## config.mk

```make
export PLATFORM = sky130hd
export DESIGN_NAME = ucode_seq
export DESIGN_NICKNAME = d
export VERILOG_FILES = /design/src/rtl/ucode_seq.sv
export SDC_FILE = /design/constraint.sdc
export NUM_CORES = 1
export LEC_CHECK = 0
export ABC_AREA = 1
export CAP_MARGIN = 30
export CORE_ASPECT_RATIO = 0.8
export CORE_MARGIN = 1
export CORE_UTILIZATION = 47
export CTS_CLUSTER_SIZE = 40
export DETAILED_ROUTE_END_ITERATION = 6
export PLACE_DENSITY = 0.87
export SETUP_SLACK_MARGIN = 0.02
export SYNTH_ARGS = -nofsm -noshare
export SYNTH_HDL_FRONTEND = slang
export SYNTH_SLANG_ARGS = --single-unit
```

## constraint.sdc

```tcl
create_clock -name clk -period 2.7 [get_ports clk]
set_clock_uncertainty 0.2 [all_clocks]
set_input_delay 0.675 -clock clk [delete_from_list [all_inputs] [get_ports clk]]
set_output_delay 0.675 -clock clk [all_outputs]
set_load 0.03 [all_outputs]
```

## src/rtl/ucode_seq.sv

```systemverilog
// Microcode sequencer: computes the next micro-address for an external synchronous ROM.
// Optional NMI input and logic are enabled by defining UCODE_NMI_EN.
module ucode_seq #(
    parameter int              DW        = 8,
    parameter int              AW        = 9,
    parameter int              CW        = 32,
    parameter int              FW        = 5,
    parameter int              SD        = 4,
    parameter logic [AW-1:0]   RESET_VEC = 9'h160,
    parameter logic [AW-1:0]   IRQ_VEC   = 9'h168,
    parameter logic [AW-1:0]   NMI_VEC   = 9'h170,
    parameter logic [AW-1:0]   FIN_BASE  = 9'h140
) (
    input  logic          clk,
    input  logic          reset_n,
    output logic [AW-1:0] uaddr,
    input  logic [CW-1:0] uword,
    input  logic [DW-1:0] DB,
    input  logic          rdy,
    input  logic          cond,
    input  logic          irq,
    input  logic          I,
`ifdef UCODE_NMI_EN
    input  logic          nmi,
`endif
    output logic          sync,
    output logic          err
);

    localparam int IW  = $clog2(SD);
    localparam int SPW = IW + 1;

    typedef enum logic [2:0] {
        SEQ_DECODE = 3'b000,
        SEQ_NEXT   = 3'b001,
        SEQ_FINISH = 3'b010,
        SEQ_SAVE   = 3'b011,
        SEQ_CALL   = 3'b100,
        SEQ_RET    = 3'b101,
        SEQ_BRANCH = 3'b110,
        SEQ_WAIT   = 3'b111
    } seq_e;

    seq_e            seq;
    logic [AW-2:0]   tgt;
    logic [FW-1:0]   fin;
    logic [AW-1:0]   jump_addr;
    logic [AW-1:0]   uaddr_q;
    logic [AW-1:0]   uaddr_inc;
    logic [AW-1:0]   seq_addr;
    logic [FW-1:0]   finish;
    logic [AW-1:0]   stack [SD];
    logic [SPW-1:0]  sp;
    logic [SPW-1:0]  sp_dec;
    logic            stack_full;
    logic            stack_empty;
    logic            push;
    logic            pop;
    logic            nmi_take;
    logic            nmi_pend;
    logic            unused_bits;

    assign seq         = seq_e'(uword[CW-1:CW-3]);
    assign tgt         = uword[AW-2:0];
    assign fin         = uword[AW+FW-2:AW-1];
    assign unused_bits = ^uword[CW-4:AW+FW-1];
    assign jump_addr   = {1'b1, tgt};
    assign uaddr_inc   = uaddr_q + 1'b1;
    assign sp_dec      = sp - 1'b1;
    assign stack_full  = (sp == SPW'(SD));
    assign stack_empty = (sp == '0);

    // NOTE: every signal written here gets a default first so no latch is inferred.
    always_comb begin
        seq_addr = uaddr_q;
        push     = 1'b0;
        pop      = 1'b0;
        nmi_take = 1'b0;
        case (seq)
            SEQ_DECODE: begin
                if (nmi_pend) begin
                    seq_addr = NMI_VEC;
                    nmi_take = 1'b1;
                end else if (irq && !I) begin
                    seq_addr = IRQ_VEC;
                end else begin
                    seq_addr = {{(AW-DW){1'b0}}, DB};
                end
            end
            SEQ_NEXT, SEQ_SAVE: seq_addr = jump_addr;
            SEQ_FINISH:         seq_addr = FIN_BASE | AW'(finish);
            SEQ_CALL: begin
                push     = 1'b1;
                seq_addr = jump_addr;
            end
            SEQ_RET: begin
                pop      = 1'b1;
                seq_addr = stack_empty ? RESET_VEC : stack[sp_dec[IW-1:0]];
            end
            SEQ_BRANCH: seq_addr = cond ? jump_addr : uaddr_inc;
            SEQ_WAIT:   seq_addr = (irq || nmi_pend) ? jump_addr : uaddr_q;
            default:    seq_addr = uaddr_q;
        endcase
    end

    // A stalled cycle re-presents the address of the word currently held by the ROM.
    assign uaddr = !reset_n ? RESET_VEC : (rdy ? seq_addr : uaddr_q);
    assign sync  = reset_n && (seq == SEQ_DECODE);

    // NOTE: sequential state uses non-blocking assignments only.
    always_ff @(posedge clk or negedge reset_n) begin
        if (!reset_n) begin
            uaddr_q <= RESET_VEC;
            finish  <= '0;
            sp      <= '0;
            err     <= 1'b0;
        end else begin
            if ((push && stack_full) || (pop && stack_empty))
                err <= 1'b1;
            if (rdy) begin
                uaddr_q <= seq_addr;
                if (seq == SEQ_SAVE)
                    finish <= fin;
                if (push && !stack_full)
                    sp <= sp + 1'b1;
                else if (pop && !stack_empty)
                    sp <= sp_dec;
            end
        end
    end

    // NOTE: stack storage has no reset; entries above the depth pointer are never read.
    always_ff @(posedge clk) begin
        if (reset_n && rdy && push && !stack_full)
            stack[sp[IW-1:0]] <= uaddr_inc;
    end

`ifdef UCODE_NMI_EN
    logic nmi_prev;

    always_ff @(posedge clk or negedge reset_n) begin
        if (!reset_n) begin
            nmi_prev <= 1'b0;
            nmi_pend <= 1'b0;
        end else begin
            nmi_prev <= nmi;
            nmi_pend <= (nmi_pend && !(rdy && nmi_take)) || (nmi && !nmi_prev);
        end
    end
`else
    logic unused_nmi;

    assign nmi_pend   = 1'b0;
    assign unused_nmi = nmi_take;
`endif

endmodule

```

==> flow_metrics.tcl, run 1 <==
set metrics [dict create \
    outcome "finished, violations left" \
    violations "setup timing" \
    route.detailed.drc 0 \
    relSlewSlack_pct 79.8 \
    clkLatencyLatePin_ns 0.31 \
    routed_via_density 5.37 \
    tightest_slew_ns 0.302 \
    rsz0062_at_grt "yes" \
    startpoint_type "flop" \
    clockBufferDepth 2 \
    synth_nets 422 \
    final_common_cell "nand2_1" \
    h-tree-depth 2 \
    die_x_um 91.4 \
    diodes 0 \
    grt_max_degree 22 \
    clk_pin_slew_worst_paths_ns 0.09 \
    max-cap-violations 0 \
    grt_pass1_wl_um 13800 \
    cp_slowest_stage_delay_ns 0.39 \
    die_y_um 73.5 \
    hold_class "in -> async" \
    ys_seq_area_share_pct 51.1 \
    ys.flop_type "edfxtp_1" \
    yosysWarnings 0 \
    period_share_pct 106 \
    grt_pass1_vias 2890 \
    vias 2999 \
    antenna_found_initial 0 \
    die_area_um2 6710 \
    dp_hpwl_um 6350 \
    fin_total_pwr_uw 3190 \
    synthTopCellsByArea "edfxtp_1 36%, nand2_1 13%, dfrtp_1 13%, nor2_1 8.0%, inv_1 5.5%" \
    nNetsFinal 528 \
    final_util_pct 71.7 \
    gp_congestion 0.914 \
    fmax_ghz 0.348 \
    hold_ws_ns 0.317 \
    crit_family "flip-flops" \
    initial_utilization_pct 49.7 \
    clock_sinks 54 \
    synth_top_area_cell "edfxtp_1" \
    cp_max_fo 5 \
    peakVddDrop_uv 807 \
    min_period_ns 2.87 \
    synth.avg_cell_area_um2 8.12 \
    final_antenna_net_count 0 \
    crit_chain "clkinv_2 > ha_4 > buf_6 > o21ai_2 > o21ai_1 > nand2_1 > nand4_1 > nand2_2 > nor2_2 > buf_6" \
    cts_tree "done" \
    maxSlewViolCount 0 \
    timing.setup.critical_path_class "reg -> out" \
    syn-cell-area_um2 3000 \
    pin_count 57 \
    slowest_stage "dfrtp_1" \
    area_growth_pct 44.2 \
    fin_ws_ns -0.174 \
    setup-violations-final 9 \
    cp_common_cell "buf_6" \
    fillers 438 \
    netlist.area_leader.share_pct 36.0 \
    globalRouteTotalUtil_pct 27.2 \
    drt_pass1_iterations 5 \
    final-hold-violation-count 0 \
    coreArea_um2 6040 \
    power.switching_uw 1280 \
    dpl_worst_slack_ns -0.631 \
    syn_inst 370 \
    overflow 0 \
    pwr-share-clk_pct 13.7 \
    layout-drive-gt1-share_pct 32.5 \
    worstPathRequired_ns 1.82 \
    sequentialPowerShare_pct 33.7 \
    drt-total-wl_um 9000 \
    avgRoutedWirePerCell_um 16.1 \
    mostFrequentLayoutCells "90 x nand2_1, 59 x buf_4, 53 x nor2_1" \
    leakagePower_uw 0.00197 \
    synth_edf_count 36 \
    intPower_uw 1910 \
    portBuffers 40 \
    drt_iter0_drc 288 \
    arrival_ns 2.00 \
    async_flop_share_pct 33.3 \
    swShare_pct 40.2 \
    p_per_area_nw_per_um2 736 \
    path_buf_inv 3 \
    end_kind "output pin" \
    numCtsBuffers 5 \
    root_buffer "clkbuf_8" \
    pwr-share-comb_pct 52.6 \
    rows 25 \
    synth_cell_types 30 \
    synth_seq_cells 54 \
]
==> final timing paths <==
path / startpoint / end / slack [ns] / cells after the start
worst max-delay path: sp[0]$_DFFE_PN0P_ / uaddr[0] / -0.17 / 10
worst min-delay path: reset_n / uaddr_q[0]$_DFF_PN0_ / 0.32 / 2
worst max register to register: sp[0]$_DFFE_PN0P_ / uaddr_q[1]$_DFF_PN0_ / 0.76 / 11
worst min register to register: finish[0]$_DFFE_PN0P_ / finish[0]$_DFFE_PN0P_ / 0.32 / 1
max in group asynchronous: reset_n / finish[3]$_DFFE_PN0P_ / 1.64 / 3
min in group clk: finish[0]$_DFFE_PN0P_ / finish[0]$_DFFE_PN0P_ / 0.32 / 1
==> metal layers <==
layer,vias up,track usage (%),part of all wire [%]
met5,-,0,0
met4,0,6.70,1.6
met3,22,3.83,7.7
met2,138,45.5,49
met1,1424,38.0,42
li1,1415,-,-
==> state kept, by name (all words and copies together) (netlist names) <==
signal   cells
stack       36
uaddr_q      9
finish       5
sp           3
err          1
==> power by group through the flow <==
stage	Clock (uW)	Combinational, uW	Sequential [uW]
CTS	437	1480	1070
detailed placement	0	1210	1090
global route	471	1810	1080
global placement	0	1170	1080
finish	437	1680	1070
floorplan	0	769	1090
==> synth_stat cells, types with 2 or more instances <==
cell type,instances
buf_6,2
inv_1,44
nand4_1,5
o211ai_1,2
o21ai_0,25
nand2_1,101
xor2_1,4
clkinv_1,2
nand3_1,28
buf_2,3
nor2_4,2
edfxtp_1,36
ha_1,6
mux2_2,5
nor2_1,64
a21oi_1,11
dfstp_2,3
dfrtp_1,15
==> logic make-up after synthesis <==
family          Yosys count  share of synthesized area (%)
simple gates            205                           28.1
flops                    54                           51.1
buf+inv                  53                           7.37
compound gates           43                           7.83
fa+ha+maj                 6                           2.50
mux                       5                           1.87
xor+xnor                  4                           1.17
==> per-stage QoR <==
step	cells	setup TNS (ns)	cell area, um^2
floorplan	370	0	3070
global placement	532	-12.30	3860
detailed placement	532	-15.07	3860
CTS	553	-1.10	4200
global route	558	-2.30	4330
finish	558	-1.18	4330
==> layout make-up <==
class	instances	area (um^2)	area share, %
Clock buffer	6	72.6	1.68
Clock inverter	2	8.76	0.202
Inverter	46	190	4.39
Tap cell	81	101	2.34
Sequential cell	54	1540	35.5
Multi-Input combinational cell	263	1480	34.3
Timing Repair Buffer	106	937	21.6
==> timing repair <==
action                                  in CTS  in global routing
buffers inserted                            14                  5
gates resized for setup                     85                 23
hold buffers                                 0                  0
pin swaps                                   31                 27
endpoints found under the setup margin      18                  9
No activity file was read; power rests on OpenSTA's default activity.
==> inputs of run 2 (changes only) <==
==> constraint.sdc (replaced) <==
create_clock -name clk -period 2.45 [get_ports clk]
set_clock_uncertainty 0.2 [all_clocks]
set_input_delay 0.6125 -clock clk [delete_from_list [all_inputs] [get_ports clk]]
set_output_delay 0.6125 -clock clk [all_outputs]
set_load 0.03 [all_outputs]
==> flow_metrics.tcl, run 2 (synthesis gave the netlist of run 1 again) <==
set metrics [dict create \
    outcome "finished, violations left" \
    violations "setup timing" \
    setup-violations-final 10 \
    clockBufferDepth 2 \
    regArea_um2 1540 \
    max-cap-violations 0 \
    p_per_area_nw_per_um2 819 \
    area_growth_pct 49.7 \
    mostFrequentLayoutCells "90 x nand2_1, 82 x buf_4, 53 x nor2_1" \
    timing.setup.critical_path_class "in -> out" \
    design_area_um2 4500 \
    fin_ws_ns -0.386 \
    root_buffer "clkbuf_8" \
    final_common_cell "nand2_1" \
    layout-drive-gt1-share_pct 34.2 \
    drt_iter0_drc 325 \
    globalRouteTotalUtil_pct 28.1 \
    post_dp_cell_area_um2 4050 \
    fillers 396 \
    diodes 0 \
    die_y_um 73.5 \
    drt_pass1_iterations 5 \
    period_share_pct 116 \
    nNetsFinal 548 \
    grt_pass1_vias 2930 \
    antenna_found_initial 0 \
    startpoint_type "input port" \
    cts_tree "done" \
    h-tree-depth 2 \
    arrival_ns 2.02 \
    tightest_slew_ns 0.305 \
    clock_sinks 54 \
    fmax_ghz 0.353 \
    portBuffers 40 \
    route.detailed.drc 0 \
    maxSlewViolCount 0 \
    rsz0062_at_grt "yes" \
    gp_congestion 1.01 \
    clk_pin_slew_worst_paths_ns 0.09 \
    drt-total-wl_um 9250 \
    grt_max_degree 22 \
    dp_hpwl_um 6570 \
    final-hold-violation-count 0 \
    numCtsBuffers 5 \
    hold_class "in -> async" \
    cp_max_fo 5 \
    largest_reg_flops 36 \
    clkLatencyLatePin_ns 0.31 \
    relSlewSlack_pct 79.6 \
    avgRoutedWirePerCell_um 16.0 \
    die_area_um2 6710 \
    worstPathRequired_ns 1.64 \
    end_kind "output pin" \
    peakVddDrop_uv 531 \
    final_antenna_net_count 0 \
    multiInputGateArea_um2 1480 \
    vias 3066 \
    routed_via_density 5.30 \
    grt_pass1_wl_um 14300 \
    pin_count 57 \
    coreArea_um2 6040 \
    leakagePower_uw 0.00207 \
    rows 25 \
    final_util_pct 74.5 \
    dpl_worst_slack_ns -0.683 \
    overflow 0 \
    min_period_ns 2.84 \
    initial_utilization_pct 49.7 \
    die_x_um 91.4 \
]
## run 2: cell count changes in the layout (fill, tap and decap cells not counted), moves of 3 or more
cell | previous run | this run
o21ai_0 | 13 | 16
clkdlybuf4s15_2 | 0 | 3
buf_4 | 59 | 82
buf_2 | 3 | 0
buf_6 | 15 | 12
## run 2: layout make-up
class,instances,share of cell area [%]
flip-flops and latches,54,34.1
multi-input cells,263,32.9
repair buffers,125,23.9
inverters,46,4.15
well taps,81,2.25
clock buffers,6,1.61
clock inverters,2,0.835
repair inverters,1,0.195
## run 2: per-layer routing
metal	up-vias	track usage (%)	wire length (um)
met3	22	5.59	795
li1	1453	-	-
met5	-	0	0
met1	1439	38.6	3880
met2	152	45.7	4390
met4	0	8.29	185
## run 2: power by group
group / internal [uW] / switching [uW] / leakage, uW / total [uW]
Clock: 305 / 297 / 0.0000514 / 602
Sequential: 1110 / 77.0 / 0.000533 / 1180
Combinational: 866 / 1030 / 0.00148 / 1900
## run 2: per-stage QoR
step,total power (uW),hold slack [ns],setup TNS (ns),instances
floorplan,2130,0.117,-0.423,370
global placement,2630,0.281,-17.99,547
detailed placement,2680,0.294,-20.87,547
CTS,3590,0.319,-3.15,576
global route,3890,0.282,-4.59,578
finish,3690,0.278,-3.47,578
## run 2: final timing paths
kind                                            start                    end  slack [ns]  cells past startpoint
worst max-delay path                        uword[30]               uaddr[6]       -0.39                     10
worst min-delay path                          reset_n      sp[1]$_DFFE_PN0P_        0.28                      3
worst max register to register      sp[0]$_DFFE_PN0P_   uaddr_q[3]$_DFF_PN0_       -0.32                     18
worst min register to register  finish[1]$_DFFE_PN0P_  finish[1]$_DFFE_PN0P_        0.31                      1
max in group asynchronous                     reset_n   uaddr_q[8]$_DFF_PN1_        1.47                      3
min in group clk                finish[1]$_DFFE_PN0P_  finish[1]$_DFFE_PN0P_        0.31                      1
## run 2: timing repair
item | 4_1_cts | 5_1_grt
endpoints found under the hold margin | 0 | 0
hold buffers | 0 | 0
buffers inserted | 20 | 5
pin swaps | 28 | 13
gates cloned | 1 | 0
resized for setup | 46 | 18
setup endpoints to repair | 46 | 11
## run 2: critical path: stages
cell and delay (ns):
clkdlybuf4s15_2 0.24, buf_4 0.16, nand3_2 0.10, nor2_2 0.05, buf_4 0.16, a21oi_2 0.15, nand3_1 0.11, o21ai_2 0.22
nand3_4 0.08, buf_6 0.14
==> inputs of run 3 (changes only) <==
--- a/config.mk
+++ b/config.mk
@@ -9,10 +9,10 @@
 export CAP_MARGIN = 30
 export CORE_ASPECT_RATIO = 0.8
 export CORE_MARGIN = 1
-export CORE_UTILIZATION = 47
+export CORE_UTILIZATION = 52
 export CTS_CLUSTER_SIZE = 40
 export DETAILED_ROUTE_END_ITERATION = 6
-export PLACE_DENSITY = 0.87
+export PLACE_DENSITY = 0.91
 export SETUP_SLACK_MARGIN = 0.02
 export SYNTH_ARGS = -nofsm -noshare
 export SYNTH_HDL_FRONTEND = slang
==> constraint.sdc (replaced) <==
create_clock -name clk -period 2.62 [get_ports clk]
set_clock_uncertainty 0.2 [all_clocks]
set_input_delay 0.655 -clock clk [delete_from_list [all_inputs] [get_ports clk]]
set_output_delay 0.655 -clock clk [all_outputs]
set_load 0.03 [all_outputs]
==> flow_metrics.tcl, run 3 (synthesis gave the netlist of run 1 again) <==
set metrics [dict create \
    power.switching_uw 1340 \
    cp_max_fo 4 \
    worstPathRequired_ns 1.76 \
    portBuffers 40 \
    rows 24 \
    leakagePower_uw 0.00197 \
    r2r_cells 8 \
    relSlewSlack_pct 77.7 \
    gp_congestion 0.954 \
    swShare_pct 40.0 \
    postCtsHoldBufs 0 \
    initial_utilization_pct 54.6 \
    period_share_pct 110 \
    final_antenna_net_count 0 \
    startpoint "uaddr_q[0]$_DFF_PN0_" \
    grt_pass1_wl_um 15700 \
    clk_pin_slew_worst_paths_ns 0.09 \
    numCtsBuffers 5 \
    maxSlewViolCount 0 \
    dpl_worst_slack_ns -0.659 \
    globalRouteTotalUtil_pct 34.5 \
    largest_reg_flops 36 \
    multiInputGateArea_um2 1480 \
    fillers 325 \
    die_y_um 70.0 \
    outcome "finished, violations left" \
    overflow 0 \
    drt_pass1_iterations 6 \
    h-tree-depth 2 \
    final-hold-violation-count 0 \
    clock_sinks 54 \
    nNetsFinal 529 \
    routed_via_density 5.72 \
    reg2reg_from "sp[0]$_DFFE_PN0P_" \
    diodes 0 \
    endpoint "uaddr[8]" \
    die_area_um2 6080 \
    startpoint_type "flop" \
    regArea_um2 1540 \
    sequentialPowerShare_pct 33.4 \
    final_common_cell "nand2_1" \
    grt_max_degree 22 \
    tightest_slew_ns 0.334 \
    timing.setup.critical_path_class "reg -> out" \
    cts_tree "done" \
    dp_hpwl_um 6460 \
    pin_count 57 \
    hold_class "reg -> reg" \
    clkLatencyLatePin_ns 0.31 \
    setup-violations-final 9 \
    r2r_slack_ns 0.67 \
    violations "setup timing" \
    grt_pass1_vias 3306 \
    peakVddDrop_uv 488 \
    route.detailed.drc 0 \
    max-cap-violations 0 \
    rsz0062_at_grt "yes" \
    die_x_um 87.0 \
    intPower_uw 2010 \
    final_util_pct 79.1 \
    clockBufferDepth 2 \
    pwr-share-comb_pct 50.3 \
    p_per_area_nw_per_um2 772 \
    arrival_ns 2.04 \
    end_kind "output pin" \
    layout-drive-gt1-share_pct 32.8 \
    fin_ws_ns -0.275 \
    min_period_ns 2.89 \
    root_buffer "clkbuf_8" \
    pwr-share-clk_pct 16.4 \
    coreArea_um2 5500 \
    antenna_found_initial 0 \
    reg2reg_to "stack[3][6]$_DFFE_PP_" \
    vias 3183 \
    area_growth_pct 44.8 \
    avgRoutedWirePerCell_um 18.1 \
    drt-total-wl_um 10100 \
    mostFrequentLayoutCells "92 x nand2_1, 61 x buf_4, 50 x nor2_1" \
    drt_iter0_drc 328 \
    fmax_ghz 0.345 \
]
run 3: changes by cell type in the layout (fill, tap and decap cells not counted), sizes merged:
| cell | previous run | this run |
|---|---|---|
| buf | 95 | 78 |
| clkbuf | 6 | 8 |
| clkdlybuf4s15 | 3 | 0 |
| clkdlybuf4s50 | 24 | 23 |
| dlygate4sd2 | 2 | 3 |
| dlymetal6s2s | 1 | 0 |
run 3: power groups by stage:
stage               Clock [uW]  Combinational, uW  Sequential, uW
floorplan                    0                796            1120
global placement             0               1160            1110
detailed placement           0               1230            1120
CTS                        553               1530            1110
global route               587               1810            1130
finish                     550               1690            1120
run 3: final cells by class:
class	instances	share of cell area, %
clock buffer	6	1.67
clock inverter	2	0.777
inverter	46	4.38
multi-input combinational	263	34.0
sequential	54	35.3
tap	78	2.25
timing repair buffer	106	21.4
timing repair inverter	1	0.259
run 3: routing by layer:
layer / GRT usage [%] / up-vias / wire length (um)
met5: 0 / - / 0
met4: 18.5 / 0 / 542
met3: 9.69 / 70 / 954
met2: 56.1 / 211 / 4850
met1: 41.3 / 1490 / 3710
li1: - / 1412 / -
run 3: worst min path at each step:
| stage | start | to | cells past startpoint |
|---|---|---|---|
| final | finish[0]$_DFFE_PN0P_ | finish[0]$_DFFE_PN0P_ | 1 |
| after global routing | finish[3]$_DFFE_PN0P_ | finish[3]$_DFFE_PN0P_ | 1 |
| after CTS | uaddr_q[8]$_DFF_PN1_ | uaddr_q[8]$_DFF_PN1_ | 2 |
| after detailed placement | err$_DFFE_PN0P_ | err$_DFFE_PN0P_ | 2 |
| after global placement | sp[2]$_DFFE_PN0P_ | sp[2]$_DFFE_PN0P_ | 1 |
| after floorplan | reset_n | err$_DFFE_PN0P_ | 0 |
run 3: metrics by stage:
stage	cells	instance area (um^2)	hold WS (ns)	setup TNS, ns	total power [uW]
final	556	4350	0.324	-2.00	3360
after global routing	556	4350	0.354	-2.84	3520
after CTS	552	4250	0.311	-1.65	3200
after detailed placement	533	3890	0.294	-18.05	2350
after global placement	533	3890	0.282	-16.32	2280
after floorplan	370	3070	0.159	-0.0105	1920
run 3: critical path, stage by stage (launching register included):
cell     delay, ns
dfrtp_1       0.43
ha_4          0.18
nand2_1       0.09
inv_2         0.13
nand2_1       0.12
nor2_1        0.11
nand2_1       0.06
nand2_1       0.13
nand2_1       0.09
nand3_2       0.10
nand2_2       0.05
nand3_1       0.08
buf_6         0.14
run 3: what timing repair did:
| action | CTS | global route |
|---|---|---|
| resized for setup | 76 | 22 |
| endpoints found under the setup margin | 46 | 10 |
| hold endpoints to repair | 0 | 0 |
| pin swaps | 25 | 17 |
| setup buffers | 10 | 4 |
| cloned | 1 | 0 |
